==> config.mk <==
export PLATFORM = sky130hd
export DESIGN_NAME = wb_stage_flat
export DESIGN_NICKNAME = d
export VERILOG_FILES = /design/src/rtl/wb_stage_pkg.sv /design/src/rtl/wb_stage_if.sv /design/src/rtl/wb_stage_load_extend.sv /design/src/rtl/wb_stage.sv /design/src/flat_wrapper.sv
export SDC_FILE = /design/constraint.sdc
export NUM_CORES = 1
export LEC_CHECK = 0
export CAP_MARGIN = 20
export CORE_ASPECT_RATIO = 0.75
export CORE_MARGIN = 2
export CORE_UTILIZATION = 55
export CTS_CLUSTER_DIAMETER = 80
export DETAILED_ROUTE_END_ITERATION = 12
export DONT_BUFFER_PORTS = 1
export HOLD_SLACK_MARGIN = 0.15
export PLACE_DENSITY = 0.81
export SLEW_MARGIN = 20
export SYNTH_ARGS = -nofsm -noshare
export SYNTH_HDL_FRONTEND = slang
export SYNTH_SLANG_ARGS = --single-unit
==> constraint.sdc <==
create_clock -name clk -period 2.7 [get_ports clk]
set_input_delay 0.54 -clock clk [delete_from_list [all_inputs] [get_ports clk]]
set_output_delay 0.54 -clock clk [all_outputs]
set_load 0.01 [all_outputs]
==> src/rtl/wb_stage_pkg.sv <==
// wb_stage_pkg: shared load kinds and the W pipeline register layout
package wb_stage_pkg;

    typedef enum logic [2:0] {
        LD_W  = 3'd0,
        LD_H  = 3'd1,
        LD_HU = 3'd2,
        LD_B  = 3'd3,
        LD_BU = 3'd4
    } load_t;

    localparam logic [31:0] LINK_OFFSET = 32'd8;

    typedef struct packed {
        logic        valid;
        logic        regwrite;
        logic        memtoreg;
        logic        mfc0;
        logic        link;
        logic        hi_wen;
        logic        lo_wen;
        load_t       load_type;
        logic [4:0]  reg_waddr;
        logic [31:0] ex_out;
        logic [31:0] data_rdata;
        logic [31:0] cp0_rdata;
        logic [31:0] pc;
        logic [31:0] hi_wdata;
        logic [31:0] lo_wdata;
    } w_reg_t;

endpackage

==> src/rtl/wb_stage_if.sv <==
// wb_stage_if: M-to-W bus, hazard controls and writeback/debug results
interface wb_stage_if;
    import wb_stage_pkg::*;

    logic        w_stall;
    logic        w_flush;
    logic        m_valid;
    logic        m_regwrite;
    logic        m_memtoreg;
    logic        m_mfc0;
    logic        m_link;
    logic        m_hi_wen;
    logic        m_lo_wen;
    load_t       m_load_type;
    logic [4:0]  m_reg_waddr;
    logic [31:0] m_ex_out;
    logic [31:0] m_data_rdata;
    logic [31:0] m_cp0_rdata;
    logic [31:0] m_pc;
    logic [31:0] m_hi_wdata;
    logic [31:0] m_lo_wdata;

    logic        rf_wen;
    logic [4:0]  rf_waddr;
    logic [31:0] rf_wdata;
    logic [31:0] hi_rdata;
    logic [31:0] lo_rdata;
    logic        w_valid;
    logic [31:0] debug_wb_pc;
    logic [3:0]  debug_wb_rf_wen;
    logic [4:0]  debug_wb_rf_wnum;
    logic [31:0] debug_wb_rf_wdata;

    modport master (
        output w_stall, w_flush, m_valid, m_regwrite, m_memtoreg, m_mfc0, m_link,
               m_hi_wen, m_lo_wen, m_load_type, m_reg_waddr, m_ex_out, m_data_rdata,
               m_cp0_rdata, m_pc, m_hi_wdata, m_lo_wdata,
        input  rf_wen, rf_waddr, rf_wdata, hi_rdata, lo_rdata, w_valid, debug_wb_pc,
               debug_wb_rf_wen, debug_wb_rf_wnum, debug_wb_rf_wdata
    );

    modport slave (
        input  w_stall, w_flush, m_valid, m_regwrite, m_memtoreg, m_mfc0, m_link,
               m_hi_wen, m_lo_wen, m_load_type, m_reg_waddr, m_ex_out, m_data_rdata,
               m_cp0_rdata, m_pc, m_hi_wdata, m_lo_wdata,
        output rf_wen, rf_waddr, rf_wdata, hi_rdata, lo_rdata, w_valid, debug_wb_pc,
               debug_wb_rf_wen, debug_wb_rf_wnum, debug_wb_rf_wdata
    );

endinterface

==> src/rtl/wb_stage_load_extend.sv <==
// load_extend: picks the addressed byte/halfword of a load word and extends it
module load_extend
    import wb_stage_pkg::*;
(
    input  logic [31:0] raw,
    input  logic [1:0]  offset,
    input  load_t       load_type,
    output logic [31:0] value
);

    logic [15:0] half;
    logic [7:0]  byte_v;

    assign half   = offset[1] ? raw[31:16] : raw[15:0];
    assign byte_v = raw[{offset, 3'b000} +: 8];

    // Extension by load kind; word loads and unused codes pass the word through.
    always_comb begin
        value = (load_type == LD_H)  ? {{16{half[15]}}, half} :
                (load_type == LD_HU) ? {16'h0000, half} :
                (load_type == LD_B)  ? {{24{byte_v[7]}}, byte_v} :
                (load_type == LD_BU) ? {24'h000000, byte_v} : raw;
    end

endmodule

==> src/rtl/wb_stage.sv <==
// wb_stage: M/W register, writeback value select, HI/LO ownership and debug trace
module wb_stage
    import wb_stage_pkg::*;
#(
    parameter logic [31:0] RESET_PC = 32'h0000_0000
) (
    input logic       clk,
    input logic       rst,
    wb_stage_if.slave wb
);

    w_reg_t      w_d, w_q;
    logic [31:0] hi_d, hi_q, lo_d, lo_q;
    logic [31:0] load_val;
    logic        retire;

    load_extend u_load_extend (
        .raw       (w_q.data_rdata),
        .offset    (w_q.ex_out[1:0]),
        .load_type (w_q.load_type),
        .value     (load_val)
    );

    // Next W contents: a stall holds everything, a flush only kills valid.
    always_comb begin
        w_d = w_q;
        if (!wb.w_stall) begin
            w_d.valid      = wb.m_valid & ~wb.w_flush;
            w_d.regwrite   = wb.m_regwrite;
            w_d.memtoreg   = wb.m_memtoreg;
            w_d.mfc0       = wb.m_mfc0;
            w_d.link       = wb.m_link;
            w_d.hi_wen     = wb.m_hi_wen;
            w_d.lo_wen     = wb.m_lo_wen;
            w_d.load_type  = wb.m_load_type;
            w_d.reg_waddr  = wb.m_reg_waddr;
            w_d.ex_out     = wb.m_ex_out;
            w_d.data_rdata = wb.m_data_rdata;
            w_d.cp0_rdata  = wb.m_cp0_rdata;
            w_d.pc         = wb.m_pc;
            w_d.hi_wdata   = wb.m_hi_wdata;
            w_d.lo_wdata   = wb.m_lo_wdata;
        end
    end

    // HI/LO change only on the one unstalled edge that retires the instruction.
    always_comb begin
        retire = w_q.valid & ~wb.w_stall;
        hi_d   = (retire & w_q.hi_wen) ? w_q.hi_wdata : hi_q;
        lo_d   = (retire & w_q.lo_wen) ? w_q.lo_wdata : lo_q;
    end

    // State update; reset beats any pending stall or retire.
    always_ff @(posedge clk) begin
        if (!rst) begin
            w_q    <= '0;
            w_q.pc <= RESET_PC;
            hi_q   <= '0;
            lo_q   <= '0;
        end else begin
            w_q  <= w_d;
            hi_q <= hi_d;
            lo_q <= lo_d;
        end
    end

    // Writeback value, HI/LO bypass and commit trace, all straight from W.
    always_comb begin
        wb.rf_wen            = w_q.valid & w_q.regwrite & (w_q.reg_waddr != 5'd0);
        wb.rf_waddr          = w_q.reg_waddr;
        wb.rf_wdata          = w_q.memtoreg ? load_val :
                               w_q.mfc0     ? w_q.cp0_rdata :
                               w_q.link     ? w_q.pc + LINK_OFFSET : w_q.ex_out;
        wb.hi_rdata          = (w_q.valid & w_q.hi_wen) ? w_q.hi_wdata : hi_q;
        wb.lo_rdata          = (w_q.valid & w_q.lo_wen) ? w_q.lo_wdata : lo_q;
        wb.w_valid           = w_q.valid;
        wb.debug_wb_pc       = w_q.pc;
        wb.debug_wb_rf_wen   = {4{wb.rf_wen & ~wb.w_stall}};
        wb.debug_wb_rf_wnum  = wb.rf_waddr;
        wb.debug_wb_rf_wdata = wb.rf_wdata;
    end

endmodule

==> src/flat_wrapper.sv <==
// flat-port wrapper written by rule: the top's interface ports become plain ports
module wb_stage_flat import wb_stage_pkg::*;
#(
    parameter logic [31:0] RESET_PC = 32'h0000_0000
)
  (clk, rst, wb_w_stall, wb_w_flush, wb_m_valid, wb_m_regwrite, wb_m_memtoreg, wb_m_mfc0, wb_m_link, wb_m_hi_wen, wb_m_lo_wen, wb_m_load_type, wb_m_reg_waddr, wb_m_ex_out, wb_m_data_rdata, wb_m_cp0_rdata, wb_m_pc, wb_m_hi_wdata, wb_m_lo_wdata, wb_rf_wen, wb_rf_waddr, wb_rf_wdata, wb_hi_rdata, wb_lo_rdata, wb_w_valid, wb_debug_wb_pc, wb_debug_wb_rf_wen, wb_debug_wb_rf_wnum, wb_debug_wb_rf_wdata);
  wb_stage_if wb_i ();
  input logic clk;
  input logic rst;
  input wire logic [$bits(wb_i.w_stall)-1:0] wb_w_stall;
  input wire logic [$bits(wb_i.w_flush)-1:0] wb_w_flush;
  input wire logic [$bits(wb_i.m_valid)-1:0] wb_m_valid;
  input wire logic [$bits(wb_i.m_regwrite)-1:0] wb_m_regwrite;
  input wire logic [$bits(wb_i.m_memtoreg)-1:0] wb_m_memtoreg;
  input wire logic [$bits(wb_i.m_mfc0)-1:0] wb_m_mfc0;
  input wire logic [$bits(wb_i.m_link)-1:0] wb_m_link;
  input wire logic [$bits(wb_i.m_hi_wen)-1:0] wb_m_hi_wen;
  input wire logic [$bits(wb_i.m_lo_wen)-1:0] wb_m_lo_wen;
  input wire logic [$bits(wb_i.m_load_type)-1:0] wb_m_load_type;
  input wire logic [$bits(wb_i.m_reg_waddr)-1:0] wb_m_reg_waddr;
  input wire logic [$bits(wb_i.m_ex_out)-1:0] wb_m_ex_out;
  input wire logic [$bits(wb_i.m_data_rdata)-1:0] wb_m_data_rdata;
  input wire logic [$bits(wb_i.m_cp0_rdata)-1:0] wb_m_cp0_rdata;
  input wire logic [$bits(wb_i.m_pc)-1:0] wb_m_pc;
  input wire logic [$bits(wb_i.m_hi_wdata)-1:0] wb_m_hi_wdata;
  input wire logic [$bits(wb_i.m_lo_wdata)-1:0] wb_m_lo_wdata;
  output wire logic [$bits(wb_i.rf_wen)-1:0] wb_rf_wen;
  output wire logic [$bits(wb_i.rf_waddr)-1:0] wb_rf_waddr;
  output wire logic [$bits(wb_i.rf_wdata)-1:0] wb_rf_wdata;
  output wire logic [$bits(wb_i.hi_rdata)-1:0] wb_hi_rdata;
  output wire logic [$bits(wb_i.lo_rdata)-1:0] wb_lo_rdata;
  output wire logic [$bits(wb_i.w_valid)-1:0] wb_w_valid;
  output wire logic [$bits(wb_i.debug_wb_pc)-1:0] wb_debug_wb_pc;
  output wire logic [$bits(wb_i.debug_wb_rf_wen)-1:0] wb_debug_wb_rf_wen;
  output wire logic [$bits(wb_i.debug_wb_rf_wnum)-1:0] wb_debug_wb_rf_wnum;
  output wire logic [$bits(wb_i.debug_wb_rf_wdata)-1:0] wb_debug_wb_rf_wdata;
  assign wb_i.w_stall = wb_w_stall;
  assign wb_i.w_flush = wb_w_flush;
  assign wb_i.m_valid = wb_m_valid;
  assign wb_i.m_regwrite = wb_m_regwrite;
  assign wb_i.m_memtoreg = wb_m_memtoreg;
  assign wb_i.m_mfc0 = wb_m_mfc0;
  assign wb_i.m_link = wb_m_link;
  assign wb_i.m_hi_wen = wb_m_hi_wen;
  assign wb_i.m_lo_wen = wb_m_lo_wen;
  assign wb_i.m_load_type = wb_m_load_type;
  assign wb_i.m_reg_waddr = wb_m_reg_waddr;
  assign wb_i.m_ex_out = wb_m_ex_out;
  assign wb_i.m_data_rdata = wb_m_data_rdata;
  assign wb_i.m_cp0_rdata = wb_m_cp0_rdata;
  assign wb_i.m_pc = wb_m_pc;
  assign wb_i.m_hi_wdata = wb_m_hi_wdata;
  assign wb_i.m_lo_wdata = wb_m_lo_wdata;
  assign wb_rf_wen = wb_i.rf_wen;
  assign wb_rf_waddr = wb_i.rf_waddr;
  assign wb_rf_wdata = wb_i.rf_wdata;
  assign wb_hi_rdata = wb_i.hi_rdata;
  assign wb_lo_rdata = wb_i.lo_rdata;
  assign wb_w_valid = wb_i.w_valid;
  assign wb_debug_wb_pc = wb_i.debug_wb_pc;
  assign wb_debug_wb_rf_wen = wb_i.debug_wb_rf_wen;
  assign wb_debug_wb_rf_wnum = wb_i.debug_wb_rf_wnum;
  assign wb_debug_wb_rf_wdata = wb_i.debug_wb_rf_wdata;
  wb_stage #(.RESET_PC(RESET_PC)) u_core (.clk(clk), .rst(rst), .wb(wb_i));
endmodule
Word-level counts from Yosys, hierarchy flattened. Index checks and enable logic that the tools add are counted.

Register bits after elaboration: 271. Input bits: 211. Output and inout bits: 176.

Add/subtract/negate cells: 1. Eq/ne operators: 4. Shift-type cells: 1. Mux-type cells: 10. Bitwise logic cells: 11. Reduce and logical (&&, ||, !) cells: 1.

Operator list (number): $mux W32 (9); $add A32 B4 Y32 const B (1); $shiftx A32 B6 Y8 (1); $mux W16 (1); $and A1 B1 Y1 (9); $eq A3 B2 Y1 const B (2); $reduce_bool A5 Y1 (1); $eq A3 B1 Y1 const B (1); $eq A3 B3 Y1 const B (1); $not A1 Y1 (2).

Depth between registers and ports, before layout. Gate-level depths: netlist (run 1).

Word-level depth: 6. Gate-level depth with buffers: 8.

By module. A second synthesis (run 1) with hierarchy kept.

Cells, all modules: 1506. Area total of the unflattened synthesis: 13815.8 µm².

By module, submodules not included: wb_stage (times used 1, cells each 1338, area an instance 12784.8 µm²); load_extend (times used 1, cells each 168, area an instance 1031.0 µm²).

Worst setup path after synthesis (run 1). No wires, ideal clock.

Kind: register to output. Start: reg u_core.w_q, in the netlist u_core.wb.debug_wb_pc[3]. End: out wb_rf_wdata[21]. Arrival time: 1884 ps. Required time: 2160 ps. Setup slack: 276 ps. Cell stages (with the launch flop): 9. Buffers on the path: 2. Cells stage by stage: dfxtp_1 > ha_1 > and3_1 > buf_2 > nand3_1 > nor2_1 > a31oi_1 > nor3_1 > buf_4.

Word-level cells in the longest chain between the ends: 4.

RTL lines: start: declaration (line wb_stage.sv:12) `w_reg_t w_d, w_q;`; start signal: assignment (line wb_stage.sv:61) `w_q <= w_d;`; $add A32 B4 Y32 (line wb_stage.sv:73) `w_q.link ? w_q.pc + LINK_OFFSET : w_q.ex_out;`; $mux W32 (line wb_stage.sv:73); $mux W32 (line wb_stage.sv:72) `w_q.mfc0 ? w_q.cp0_rdata :`; $mux W32 (line wb_stage.sv:71) `wb.rf_wdata = w_q.memtoreg ? load_val :`; end: declaration (line flat_wrapper.sv:29) `output wire logic [$bits(wb_i.rf_wdata)-1:0] wb_rf_wdata;`.

Every way passes these cells.

Final worst setup path (run 1).
Start: reg u_core.w_q[198] in the netlist's numbering. End: out wb_debug_wb_rf_wdata[0].

Word-level cells in the longest chain between the ends: 6.

RTL lines: $eq A3 B3 Y1 (line wb_stage_load_extend.sv:22) `(load_type == LD_BU) ? {24'h000000, byte_v} : raw;`; $mux W32 (line wb_stage_load_extend.sv:22); $mux W32 (line wb_stage_load_extend.sv:21) `(load_type == LD_B) ? {{24{byte_v[7]}}, byte_v} :`; $mux W32 (line wb_stage_load_extend.sv:20) `(load_type == LD_HU) ? {16'h0000, half} :`; $mux W32 * (line wb_stage_load_extend.sv:19) `value = (load_type == LD_H) ? {{16{half[15]}}, half} :`; $mux W32 * (line wb_stage.sv:71); end: declaration (line flat_wrapper.sv:36) `output wire logic [$bits(wb_i.debug_wb_rf_wdata)-1:0] wb_debug_wb_rf_wdata;`.

Mark *: on every way between the ends. The rest lies on a longest branch, timed or not.

==> metrics.txt, run 1 <==
status complete, but fails checks; failing checks setup timing; Synth Instances 1474; WL/cell ~23 µm; Worst R2R Path Depth 5; Hold Crit Endpoint u_core.wb.debug_wb_pc[24]; final wirelength about 44000 µm; period utilization 1.100; worst reg2reg endpoint u_core.lo_q[20]; CTS tree built; vias in the first global route 10870; Setup CP Type reg -> out; RSZ-0062 raised after global routing yes; VDD IR max 0.4841 mV; initial antenna violation count 5; crit path launch type flop; core region area between 20000 and 25000 µm²; row count 50; final setup fails 60; Final Hold Viols 0; remaining global-route overflow 0; Syn-to-layout area delta 21.23%; origin of the critical flop-to-flop path u_core.wb.w_valid; crit path time final 2.971 ns; Mapped Avg Cell Area 9.300 µm²; synth top area cells dfxtp_1, mux2i_1, nor2b_1, mux2_2, nand2_1; Initial DRC Count about 1100; clock buffer depth 3; clock slew at reported path FFs 0.07 ns; CTS root buffer clkbuf_16; pin count of the biggest net entering global routing approximately 210; #FFs+latches synth about 270; Data arrival, critical path around 2.4 ns; Die W 186.3 µm; initial core utilization 0.5547; port bufs 0; fin worst setup slack -0.2709 ns; worst hold path startpoint wb_m_pc[24]; Hold WC Path Type in -> reg; Post-synth EDFFs 0; post-synthesis async set-or-reset flop share 0; vias around 11000; Syn Nets 1686; Hold Path Stages 2; Synth Flop Type dfxtp_1; Synth area leader dfxtp_1; Worst Skew 0.01570 ns; crit end category primary output; routability cong. 0.9715; die area ~26000 µm²; number of CTS-inserted buffers 28; Finished Layout Cells 1857; dpl hpwl 27180 µm; Max H-tree Level 1; Power Total ~10 mW; die outline height roughly 140 µm; placed insts 1713; I/O pins about 390; Synth top area share 0.3958; Detail Route Antenna Nets 0; vias per cell between 5 and 6; Max-slew headroom 0.2278; share of cells above drive strength 1 0.2667; CTS sink cnt 271; synthesized area 13710 µm²; Worst-Margin Slew 1.158 ns; CP Max Fanout 8; GRT Total Usage 0.3121; DR pass1 iterations 6; Leakage 6.634 nW; synth unique cells between 60 and 70; Max Clock Freq 336.6 MHz; sequential-to-total area share from yosys stat 0.3958; first-pass GRT wire length 62930 µm; clk_lat worst skew 0.55 ns; Final nets 1705; synth warn 0; maxcap violations 0; final max-slew violation count 0; Post-route DRC 0; Power Dens Cells 602.9 nW/µm²; Req. time, crit path 2.16 ns; R2R Setup Slk roughly 0.66 ns
[per-stage QoR]
step	util	setup TNS, ns	setup slack (ns)	hold WS [ns]	area, µm²
finish	0.6725	-6.221	-0.2709	0.1582	16620
global route	0.6722	-10.23	-0.2948	0.1522	16610
CTS	0.6509	-3.451	-0.2182	0.1500	16090
detailed placement	0.5572	0	0.1208	0.4428	13770
global placement	0.5572	0	0.1394	0.4367	13770
floorplan	-	0	0.2758	0.4316	13710
[routing by layer]
metal  share of wire  track usage  wire length (µm)  vias up
met5         0.00025            0                11        -
met4           0.047       0.1475              2059        2
met3            0.12       0.1121              5033      157
met2            0.44       0.4721             19340      642
met1            0.39       0.3961             17080     5239
li1                -            -                 -     5072
[sequential cells by signal (all words and copies together) (netlist names)]
register / count
u_core.wb.debug_wb_pc: 32
u_core.hi_q: 32
u_core.wb.w_valid: 1
u_core.wb.debug_wb_rf_wnum: 5
u_core.lo_q: 32
u_core.w_q: 169
[cell usage in the layout, fill, tap and decap left out, types with 10 or more instances in the layout]
cell	instances
a21boi_0	22
a21boi_1	43
a21oi_1	16
a21oi_2	21
a221oi_1	17
buf_4	86
buf_6	40
clkbuf_16	28
dfxtp_1	244
dfxtp_2	10
dfxtp_4	17
dlygate4sd3_1	34
mux2_2	68
mux2i_1	213
nand2_1	159
nand3_1	10
nor2_1	26
nor2b_1	212
o21ai_2	10
[timing repair]
| item | 4_1_cts | 5_1_grt |
|---|---|---|
| setup endpoints to repair | 64 | 62 |
| pin swaps | 48 | 52 |
| setup buffers | 27 | 27 |
| resized for setup | 158 | 93 |
| gates cloned | 4 | 0 |
| endpoints found under the hold margin | 121 | 0 |
| hold buffers | 36 | 0 |
[area by class of cell]
cell class	count	area, µm²
timing repair buffer	172	1689
inverter	7	30.03
timing repair inverter	1	7.507
sequential	271	5502
antenna	4	10.01
fill	1812	8093
clock buffer	39	822.0
multi-input combinational	1012	7928
clock inverter	13	207.7
tap	338	422.9
[how the worst max path moves through the flow]
stage	startpoint	endpoint	slack [ns]	cells after the start
finish	u_core.w_q[198]	wb_debug_wb_rf_wdata[0]	-0.27	7
global route	u_core.wb.debug_wb_pc[3]	wb_debug_wb_rf_wdata[26]	-0.29	7
CTS	u_core.wb.debug_wb_pc[4]	wb_debug_wb_rf_wdata[26]	-0.22	7
detailed placement	u_core.w_q[161]	wb_debug_wb_rf_wdata[13]	0.12	8
global placement	u_core.w_q[197]	wb_debug_wb_rf_wdata[13]	0.14	8
floorplan	u_core.wb.debug_wb_pc[3]	wb_rf_wdata[21]	0.28	8
[synth_stat cells, types with 3 or more instances]
master    number
nor2_1        33
o211ai_1       5
nand2_1      163
nand4_1        8
nor2b_1      214
clkbuf_1      65
o22ai_1       11
inv_1          6
and2_1         5
buf_2         31
mux2_2        71
a31oi_1       10
a221oi_1      20
a21boi_0      23
a21oi_1       38
buf_1         11
buf_4         77
nor3_1        11
a22oi_1        3
xor2_1         4
o21a_1        10
nor4_1         4
o21ai_0       18
nor3b_1        3
a21boi_1      42
nand2b_1       3
and3_1         7
a222oi_1       3
o21ai_1        9
a211oi_1       4
xnor2_1       16
mux2i_1      215
a32oi_1        4
or2_2          3
nand3_1       16
o31a_1         6
dfxtp_1      271
[worst max-delay path: stages (launching register included)]
cell and delay, ns:
dfxtp_4 0.43, buf_4 0.14, nand3_2 0.12, a21oi_1 0.24, a21oi_2 0.12, a222oi_1 0.49, a21oi_1 0.17, buf_4 0.19
[power breakdown]
group | internal (mW) | switching [mW] | leakage (nW)
clock | 2.60 | 1.66 | 0.508
sequential | 4.18 | 0.205 | 2.24
combinational | 0.691 | 0.683 | 3.89
[logic make-up after synthesis]
group	count (synthesis)	synth area share
buffers and inverters	191	0.07621
adders and majority gates	1	0.0009126
DFF	271	0.3958
and+or+nand+nor	485	0.1868
muxes	286	0.2153
xor gates and xnor gates	20	0.01278
AOI/OAI and AO/OA	220	0.1122
Note: power is estimated with default switching activity, not from simulation.
==> inputs of run 2 (changes only) <==
- PLACE_DENSITY: 0.81 -> not set
- PLACE_DENSITY_LB_ADDON: not set -> 0.08
- SKIP_CTS_REPAIR_TIMING: not set -> 1
==> metrics.txt, run 2 (same netlist as run 1, synthesis figures left out) <==
GRT Total Usage 0.2712 (-0.04091); Die W 186.3 µm (unchanged); fin worst setup slack -0.2436 ns (+0.02735 ns); largest register by flop count u_core.w_q; pin count of the biggest net entering global routing 272 (+27%); initial antenna violation count 1 (-4); Max Clock Freq 339.7 MHz (+0.93%); Final Hold Viols 0 (unchanged); Worst Skew 0.02540 ns (+0.009702 ns); Final Core Density 0.6336 (-0.03894); CP Max Fanout 6 (-2); Data arrival, critical path 2.40 ns (-0.03 ns); failing checks setup timing; crit path to wb_debug_wb_rf_wdata[9]; status complete, but fails checks; Power Dens Cells 623.8 nW/µm² (+3.5%); routability cong. 0.8884 (-8.6%); Finished Layout Cells 1786 (-3.8%); Post-route DRC 0 (unchanged); Max H-tree Level 1 (unchanged); final max-slew violation count 0 (unchanged); vias in the first global route 9252 (-15%); Worst R2R Path Depth 5 (unchanged); worst reg2reg endpoint u_core.hi_q[14]; share of cells above drive strength 1 0.2343 (-0.03239); vias per cell 5.682 (-5.0%); Hold WC Path Type in -> reg; crit end category primary output; WL/cell 21.81 µm (-7.0%); VDD IR max 0.5057 mV (+4.5%); Req. time, crit path 2.16 ns (about the same); Setup CP Type reg -> out; final setup fails 50 (-17%); I/O pins 387 (unchanged); die area 26220 µm² (unchanged); CTS tree built; origin of the critical flop-to-flop path u_core.wb.w_valid; Syn-to-layout area delta 14.21%; commonest non-fill, non-tap cell in the layout dfxtp_1; DR pass1 iterations 5 (-1); placed insts 1710 (-0.18%); Worst-Margin Slew 0.6600 ns (-0.4984 ns); clock buffer depth 3 (unchanged); vias 10150 (-8.7%); crit path time final 2.944 ns (-0.02735 ns); period utilization 1.090 (-0.01013); max reg flops 169 (unchanged); R2R Setup Slk 0.65 ns (about the same); CTS root buffer clkbuf_16; crit path launch type flop; first-pass GRT wire length 55190 µm (-12%); row count 50 (unchanged); port bufs 0 (unchanged); clk_lat worst skew 0.56 ns (about the same); core region area 24710 µm² (unchanged); pre-CTS WS 0.07482 ns (-0.04596 ns); Detail Route Antenna Nets 0 (unchanged); TNS Setup -3.537 ns (+2.684 ns); clock slew at reported path FFs 0.07 ns (about the same); RSZ-0062 raised after global routing yes; final wirelength 38940 µm (-11%); initial core utilization 0.5547 (unchanged); die outline height 140.7 µm (unchanged); CTS sink cnt 271 (unchanged); Max-slew headroom 0.5600 (+0.3323); Power Total 9.766 mW (-2.5%); Initial DRC Count 662 (-42%); Final nets 1638 (-3.9%); most frequent cells in the layout dfxtp_1, nor2b_1, mux2i_1, nand2_1, buf_4; remaining global-route overflow 0 (unchanged); worst setup path start u_core.wb.debug_wb_pc[4]; Hold Path Stages 1 (-1); dpl hpwl 26240 µm (-3.5%); Leakage 6.259 nW (-5.7%); maxcap violations 0 (unchanged); number of CTS-inserted buffers 27 (-3.6%)
-- run 2: cell types whose count changed in the layout (fill, tap and decap cells not counted), sizes merged --
cell         previous run  this run
buf                   137       102
inv                     6         8
clkbuf                 39        36
diode                   4         1
dlygate4sd3            34         4
clkinvlp                3         1
bufinv                  5         6
bufbuf                  1         0
-- run 2: metal layers --
metal / track usage / wire length (µm) / up-vias
met1: 0.3723 / 17040 / 4794
li1: - / - / 4919
met2: 0.4124 / 17380 / 385
met4: 0.07004 / 788 / 0
met5: 0 / 0 / -
met3: 0.08602 / 3739 / 50
-- run 2: cell type report --
type | instances | area, µm²
multi-input cells | 1012 | 7776
repair buffers | 107 | 945.9
clock buffers | 35 | 775.7
flip-flops and latches | 271 | 5475
fillers | 2088 | 9055
inverters | 7 | 26.28
diodes | 1 | 2.502
clock inverters | 15 | 231.5
well taps | 338 | 422.9
-- run 2: power breakdown --
group / internal [mW] / switching (mW) / leakage [nW]
clock: 2.59 / 1.63 / 0.501
combinational: 0.591 / 0.576 / 3.52
sequential: 4.18 / 0.189 / 2.23
total: 7.37 / 2.40 / 6.26
-- run 2: critical path: stages, from the launching register on --
cell and delay [ns]:
dfxtp_2 0.34, buf_4 0.11, ha_4 0.13, and3_4 0.24, nand3_2 0.11, xnor2_2 0.16, a222oi_1 0.46, a21oi_1 0.13
buf_4 0.19
-- run 2: per-stage QoR --
stage / cell area [µm²] / hold WS, ns
3_3_place_gp: 13750 / 0.4367
2_1_floorplan: 13710 / 0.4316
4_1_cts: 14750 / 0.1138
6_report: 15660 / 0.1304
5_1_grt: 15660 / 0.1416
3_5_place_dp: 13750 / 0.4416
-- run 2: worst min-delay path by stage --
stage	start	to	slack (ns)
2_1_floorplan	u_core.hi_q[0]	u_core.hi_q[0]	0.43
3_3_place_gp	u_core.hi_q[11]	u_core.hi_q[11]	0.44
3_5_place_dp	u_core.hi_q[5]	u_core.hi_q[5]	0.44
4_1_cts	rst	u_core.w_q[10]	0.11
5_1_grt	rst	u_core.wb.debug_wb_pc[30]	0.14
6_report	rst	u_core.w_q[9]	0.13
